--- config.mk ---
export PLATFORM = sky130hd
export DESIGN_NAME = controller_sequencer
export DESIGN_NICKNAME = d
export VERILOG_FILES = /design/src/rtl/controller_sequencer_pkg.sv /design/src/rtl/controller_sequencer_ring_counter.sv /design/src/rtl/controller_sequencer.sv
export SDC_FILE = /design/constraint.sdc
export NUM_CORES = 1
export LEC_CHECK = 0
export ABC_CLOCK_PERIOD_IN_PS = 1400
export BUFFER_PORTS_ARGS = -buffer_cell sky130_fd_sc_hd__buf_2
export CORE_AREA = 2 2 39 41
export DETAILED_ROUTE_END_ITERATION = 16
export DIE_AREA = 0 0 41 43
export PLACE_DENSITY = 0.67
export SYNTH_ARGS = -nofsm -noshare
export SYNTH_HDL_FRONTEND = slang
export SYNTH_SLANG_ARGS = --single-unit
--- constraint.sdc ---
create_clock -name clk -period 1.4 [get_ports clk]
set_input_delay 0 -clock clk [delete_from_list [all_inputs] [get_ports clk]]
set_output_delay 0 -clock clk [all_outputs]
set_load 0.02 [all_outputs]
--- src/rtl/controller_sequencer_pkg.sv ---
// Shared SAP-1 constants: opcodes, control-word bit positions and fixed words.
// Latency: n/a (constants and a pure helper function only).
// Backpressure: n/a; the sequencer is free-running and has no handshake.
package sap1_pkg;

  localparam int T_STATES = 6;
  localparam int CW_W     = 12;

  typedef logic [CW_W-1:0]     cw_t;
  typedef logic [T_STATES-1:0] tstate_t;
  typedef logic [3:0]          opcode_t;

  localparam opcode_t OP_LDA = 4'b0000;
  localparam opcode_t OP_ADD = 4'b0001;
  localparam opcode_t OP_SUB = 4'b0010;
  localparam opcode_t OP_OUT = 4'b1110;
  localparam opcode_t OP_HLT = 4'b1111;

  // Bit positions inside control_word; MSB is Cp.
  localparam int CW_CP   = 11;
  localparam int CW_EP   = 10;
  localparam int CW_LM_N = 9;
  localparam int CW_CE_N = 8;
  localparam int CW_LI_N = 7;
  localparam int CW_EI_N = 6;
  localparam int CW_LA_N = 5;
  localparam int CW_EA   = 4;
  localparam int CW_SU   = 3;
  localparam int CW_EU   = 2;
  localparam int CW_LB_N = 1;
  localparam int CW_LO_N = 0;

  // All strobes idle: active-low bits high, active-high bits low.
  localparam cw_t CW_INACTIVE = 12'b0_0_1_1_1_1_1_0_0_0_1_1;

  // Fetch words, common to every opcode.
  localparam cw_t CW_T1 = 12'b0_1_0_1_1_1_1_0_0_0_1_1; // Ep, Lm_n
  localparam cw_t CW_T2 = 12'b1_0_1_1_1_1_1_0_0_0_1_1; // Cp
  localparam cw_t CW_T3 = 12'b0_0_1_0_0_1_1_0_0_0_1_1; // CE_n, Li_n

  // Drive one control bit to its active level, whatever its polarity.
  function automatic cw_t cw_on(input cw_t w, input int idx);
    cw_t r;
    r      = w;
    r[idx] = ~CW_INACTIVE[idx];
    return r;
  endfunction

endpackage

--- src/rtl/controller_sequencer_ring_counter.sv ---
// Six-position one-hot ring counter (T1..T6), advances one position per clock.
// Latency: new position visible one clock after the edge; reset is immediate.
// Backpressure: hold freezes the ring in place (used once the machine halts).
module ring_counter
  import sap1_pkg::*;
(
  input  logic    clk,
  input  logic    reset,
  input  logic    hold,
  output tstate_t t_state
);

  // Rotate left one place per clock unless held; reset parks the ring at T1.
  always_ff @(posedge clk or posedge reset) begin
    if (reset) begin
      t_state <= tstate_t'(1);
    end else if (!hold) begin
      t_state <= {t_state[T_STATES-2:0], t_state[T_STATES-1]};
    end
  end

endmodule

--- src/rtl/controller_sequencer.sv ---
// SAP-1 controller-sequencer: T-state ring plus opcode decode into the 12-bit control word.
// Latency: control word is combinational from T state/opcode; one instruction per 6 clocks.
// Backpressure: none; once HLT is decoded the ring freezes at T4 until reset.
module controller_sequencer
  import sap1_pkg::*;
(
  input  logic        clk,
  input  logic        reset,
  input  logic [3:0]  opcode,
  output logic [11:0] control_word,
  output logic [5:0]  t_state,
  output logic        halt
);

  logic halt_next;
  cw_t  cw;

  // The ring must already be held on the edge that ends T4 of HLT, so it is
  // driven from the next-state halt rather than the registered one.
  ring_counter u_ring (
    .clk     (clk),
    .reset   (reset),
    .hold    (halt_next),
    .t_state (t_state)
  );

  // Halt state register.
  always_ff @(posedge clk or posedge reset) begin
    if (reset) begin
      halt <= 1'b0;
    end else begin
      halt <= halt_next;
    end
  end

  // Halt is sticky and is entered only from T4 with HLT in the instruction register.
  always_comb begin
    halt_next = halt;
    if (t_state[3] && (opcode == OP_HLT)) begin
      halt_next = 1'b1;
    end
  end

  // Control-word decode; opcode only matters during T4..T6 and is ignored when halted.
  always_comb begin
    cw = CW_INACTIVE;
    if (halt) begin
      cw = CW_INACTIVE;
    end else if (t_state[0]) begin
      cw = CW_T1;
    end else if (t_state[1]) begin
      cw = CW_T2;
    end else if (t_state[2]) begin
      cw = CW_T3;
    end else if (t_state[3]) begin
      unique case (opcode)
        OP_LDA, OP_ADD, OP_SUB: cw = cw_on(cw_on(CW_INACTIVE, CW_EI_N), CW_LM_N);
        OP_OUT:                 cw = cw_on(cw_on(CW_INACTIVE, CW_EA), CW_LO_N);
        default:                cw = CW_INACTIVE;
      endcase
    end else if (t_state[4]) begin
      unique case (opcode)
        OP_LDA:  cw = cw_on(cw_on(CW_INACTIVE, CW_CE_N), CW_LA_N);
        OP_ADD:  cw = cw_on(cw_on(CW_INACTIVE, CW_CE_N), CW_LB_N);
        OP_SUB:  cw = cw_on(cw_on(cw_on(CW_INACTIVE, CW_CE_N), CW_LB_N), CW_SU);
        default: cw = CW_INACTIVE;
      endcase
    end else if (t_state[5]) begin
      unique case (opcode)
        OP_ADD:  cw = cw_on(cw_on(CW_INACTIVE, CW_EU), CW_LA_N);
        OP_SUB:  cw = cw_on(cw_on(cw_on(CW_INACTIVE, CW_EU), CW_LA_N), CW_SU);
        default: cw = CW_INACTIVE;
      endcase
    end
  end

  assign control_word = cw;

endmodule
Yosys cells after proc, flatten, opt, wreduce, memory -nomap -nowiden

Cells that the tools add are included.

Equal/unequal tests: 4
Multiplexer cells: 11
Reduce and logical (&&, ||, !) cells: 3

Operators by type and width:

| cell                                          | number |
|---|---|
| two-way mux 12 bit                            | 6 |
| one-hot mux 9 bit (3 select lines)            | 1 |
| one-hot mux 10 bit (2 select lines)           | 1 |
| one-hot mux 6 bit (2 select lines)            | 1 |
| == test 4 bit, second input constant          | 2 |
| two-way mux 6 bit                             | 1 |
| == test 4 x 1 -> 1 bit, second input constant | 1 |
| == test 4 x 2 -> 1 bit, second input constant | 1 |
| logical NOT 4 bit                             | 1 |
| OR reduction 3 bit                            | 1 |
| logical AND 1 bit                             | 1 |
| two-way mux 1 bit                             | 1 |

Output and inout bits: 19
Input port bits: 6
Logic and storage cells: 20
Register bits after elaboration: 7

Depth between registers and ports, before layout

Depth after elaboration: 9
Depth in mapped cells: 4
Gate-level depth less buffers: 3

By module

From an unflattened synthesis, not the netlist that was laid out.

Cells, all modules: 46
Area total of the unflattened synthesis: 481.7 µm²

Modules (own cells, without submodules):

| module               | instances | cells an instance | area each (µm²) |
|---|---|---|---|
| ring_counter         | 1         | 14                | 256.5 |
| controller_sequencer | 1         | 32                | 225.2 |

Least setup slack after synthesis

OpenSTA, ideal clock, no wires.

Path type: register -> output
Start: register u_ring.t_state[3]
End: output control_word[2]
Data required time: 1.400 ns
Arrival: 1.395 ns
Buffers on the path: 0
Slack: 0.005 ns
Cell stages (with the launch flop): 4
Cell sequence: dfrtp_1 > nor4_2 > nand3_1 > nor3b_2

Longest elaborated chain between the ends: 5

Ends and longest elaborated chain:

| what                   | RTL line                                | source |
|---|---|---|
| from (decl)            | controller_sequencer_ring_counter.sv:10 | `output tstate_t t_state` |
| from (signal assigned) | controller_sequencer_ring_counter.sv:16 | `t_state <= tstate_t'(1);` |
| from (signal assigned) | controller_sequencer_ring_counter.sv:18 | `t_state <= {t_state[T_STATES-2:0], t_state[T_STATES-1]};` |
| two-way mux 12 bit     | controller_sequencer.sv:55              | `end else if (t_state[3]) begin` |
| two-way mux 12 bit     | controller_sequencer.sv:53              | `end else if (t_state[2]) begin` |
| two-way mux 12 bit     | controller_sequencer.sv:51              | `end else if (t_state[1]) begin` |
| two-way mux 12 bit     | controller_sequencer.sv:49              | `end else if (t_state[0]) begin` |
| two-way mux 12 bit     | controller_sequencer.sv:47              | `if (halt) begin` |
| to (decl)              | controller_sequencer.sv:10              | `output logic [11:0] control_word,` |

No other way between the ends.

Final worst setup path

Start: register u_ring.t_state[3]
End: output control_word[3]

The elaborated chain is that of the path after synthesis.

==> summary by stage <==
Status
The run finished, with violations left. The final reports fail on setup timing.

Synth
The cell area that synthesis handed to floorplanning was 489 sq um. The share of synthesized area occupied by flip-flops and latches is 0.361. The number of distinct library cells after synthesis is 28. Counting flops with an async set or reset pin after synthesis yields a share of 1.00. The number of nets handed over by synthesis was 50.

In the synthesized netlist the dominant register cell turns out to be dfrtp_1. In the synthesized netlist, the number of instances is 44. The number of enable-type register cells in the synthesized netlist is 0. A synthesized cell averages 11.1 sq um. The number of synthesized register bits is 7. The Yosys step of the flow raised 0 warnings.

Floorplan
The die covers ~0.0018 sq mm. The core region is 0.00138 sq mm. The overall die height is 43 microns. The number of placement rows is 14. The starting density of the core is 0.354. 25 I/O pins were placed. The floorplan step set the die width to 41 microns.

CTS
The clock latency reported for the late side of the worst-skew pair is around 250 ps. The clock tree from TritonCTS is built. TritonCTS created 3 clock buffers. CTS built an H-tree with a depth of 1. After clock tree synthesis, the clock-pin slew on the worst setup and hold paths is 50 ps. The largest buffer count on any clock path is 2. The buffer cell driving the clock tree root is clkbuf_4. The number of sinks handled by clock tree synthesis is 7.

STA
In the finished design, the share of the clock period the worst path needs comes to 1.00. Setup total negative slack on the finished layout was measured at -0.596 ps. The setup slack after layout is -0.596 ps. For the pin with the worst max-slew slack, the measured transition is 337 ps. Measured against its own limit, the worst slew margin works out to 0.774.

Setup violations remaining at the end of the flow were counted as 1. The final-report hold violation count was 0. Subtracting the final worst setup slack from the clock period gives 1400 ps. Setup repair after global routing could not meet its margin everywhere. The clock arrives with 2.27 ps of skew. Based on the critical path, the design can be clocked at up to 714 MHz.

The final number of max-transition violations is 0.

Worst hold path
The min-delay analysis places its worst path in the category in2async.

Global route
The combined global-route utilization of all metal layers is 0.157. The first global-routing pass estimated 1900 microns of wire. After global routing the overflow that remains totals 0.

The initial antenna violation count is 0. The number of global-route vias before repair is 478. Entering global routing, the biggest net connects 10 pins.

Power
Across the VDD grid, the largest voltage drop is roughly 1.1 mV. The cell area power density is roughly 2200 mW/mm^2. The leakage power is 0.367 nW.

Detailed routing
The routed length per instance is between 10 and 15 microns. For this run, the detailed router's first-pass iteration total came to 4. Dividing the detail-routed via count by the number of cells gives 5.09. The DRC violations left is 0. After the first detailed-routing iteration, the DRC count stood at 5. The overall via count from detail_route is 499.

After detailed routing, the total wire length is 1200 microns. The remaining antenna violation count after routing is 0.

Placed design
In this run the tool buffered the top-level ports with 24 buffer cells. Counting tap cells, the placed design contains a total of 90 instances. The congestion estimate from routability-driven global placement came to 0.771. The sum of net half-perimeters after detailed placement is 953 microns. Once placement finished, the instance area stood at between 600 and 700 sq um.

Final layout
The total non-filler cell area in the finished layout is 779 sq um. For this run, the number of standard cells in the final layout without fillers is 98. Summing all multi-input logic gate instances after layout gives 310 sq um. The most common cell after layout, fill and taps aside is buf_2. The utilization after layout is 0.563. The area used by sequential logic in the layout is around 180 sq um. In the layout the commonest cells are buf_2 (20), buf_4 (9), buf_6 (5), dfrtp_1 (5), mux2_4 (4). The final antenna diode count is 0. From synthesis to final layout, the design area changed by 59.3%. For this run, the post-layout net count is 89.

Of the cells placed in the final design, the portion with a size suffix greater than 1 is 0.598. The number of filler cells placed in the layout is 133.

Worst setup path
The launch point of the worst reg-to-reg path is u_ring.t_state[3]$_DFFE_PP0N_. The signal on the critical path passes through nor4_4 -> buf_4 -> o2111a_1 -> buf_6. For the worst setup path, the data arrival time is 1400 ps. The peak fanout along the critical path is 3. The endpoint class of the critical path is an output port. The kind of start point of the critical path is a flop.

The largest individual stage delay along the critical path comes from the cell dfrtp_1. The worst setup path is of the reg2out kind. In this run the worst setup path begins at u_ring.t_state[3]$_DFFE_PP0N_.

The critical path's largest stage delay is 400 ps. For the worst setup path, the data required time is 1400 ps.

Run
The number of maximum-capacitance violations is 0.
-- area by class of cell --
class                   instances  share of cell area
clock buffers                   4              0.0337
inverters                       3              0.0144
multi-input cells              33               0.398
flip-flops and latches          7               0.228
well taps                      16              0.0257
repair buffers                 35               0.300
-- per-layer routing --
| metal | global-route usage | share of wire |
|---|---|---|
| met1 | 0.211 | 0.42 |
| met2 | 0.238 | 0.50 |
| met3 | 0.0157 | 0.068 |
| met4 | 0.0800 | 0.012 |
| met5 | 0 | 0 |
-- metrics by stage --
step                setup WS (ps)  hold slack [ps]  total power, mW
finish                     -0.596              226             1.71
global route                -82.0              252             1.82
CTS                         -20.3              230             1.70
detailed placement            143            -54.7             1.43
global placement              193            -64.0             1.43
floorplan                    5.26             -197             1.07
-- report_power, final --
part | total [mW] | switching (mW) | leakage (nW) | internal [mW]
Sequential | 0.462 | 0.138 | 0.0800 | 0.324
Clock | 0.177 | 0.0688 | 0.0150 | 0.108
Combinational | 1.07 | 0.531 | 0.272 | 0.539
-- state kept, by name, indices dropped and copies added (netlist names) --
name,count
halt,1
u_ring.t_state,6
-- synthesized netlist by cell type, types with 2 or more instances --
cell type | number | area share
dfrtp_1 | 6 | 0.31
nor2b_1 | 2 | 0.026
and3b_1 | 2 | 0.036
inv_1 | 3 | 0.023
nor3b_1 | 2 | 0.031
mux2_4 | 4 | 0.12
nand4_1 | 2 | 0.026
o21ai_0 | 2 | 0.020
nand2_1 | 2 | 0.015
-- worst paths after layout --
kind	end	slack [ps]	cells after the start
min in group clk	u_ring.t_state[3]$_DFFE_PP0N_	300	4
setup reg to reg	u_ring.t_state[5]$_DFFE_PP0N_	150	3
hold / removal	u_ring.t_state[2]$_DFFE_PP0N_	230	3
hold reg to reg	u_ring.t_state[0]$_DFFE_PP1N_	610	1
max in group asynchronous	u_ring.t_state[0]$_DFFE_PP1N_	900	3
setup / recovery	control_word[3]	-0.6	4
-- critical path, delay by kind of cell, from the launching register on --
kind / cells / cell delay (ps)
flip-flops: 1 / 400
buffers and inverters: 2 / 280
AND/OR/NAND/NOR: 1 / 280
AO/OA/AOI/OAI: 1 / 190
-- kinds of logic (layout without fill, tap and decap cells) --
group           Yosys count  count (layout)  share of synthesized area
buf+inv                   4              42                     0.0332
simple gates             19              19                      0.315
xor+xnor                  1               1                     0.0179
compound gates            9               9                      0.151
flops                     7               7                      0.361
mux                       4               4                      0.123
-- timing repair --
item,CTS,global route
gates cloned,0,0
endpoints found under the hold margin,7,0
hold buffers,1,0
buffers inserted,3,0
gates resized for setup,8,4
pin swaps,3,2
setup endpoints to repair,6,5
Power figures use the tool's default switching activity.
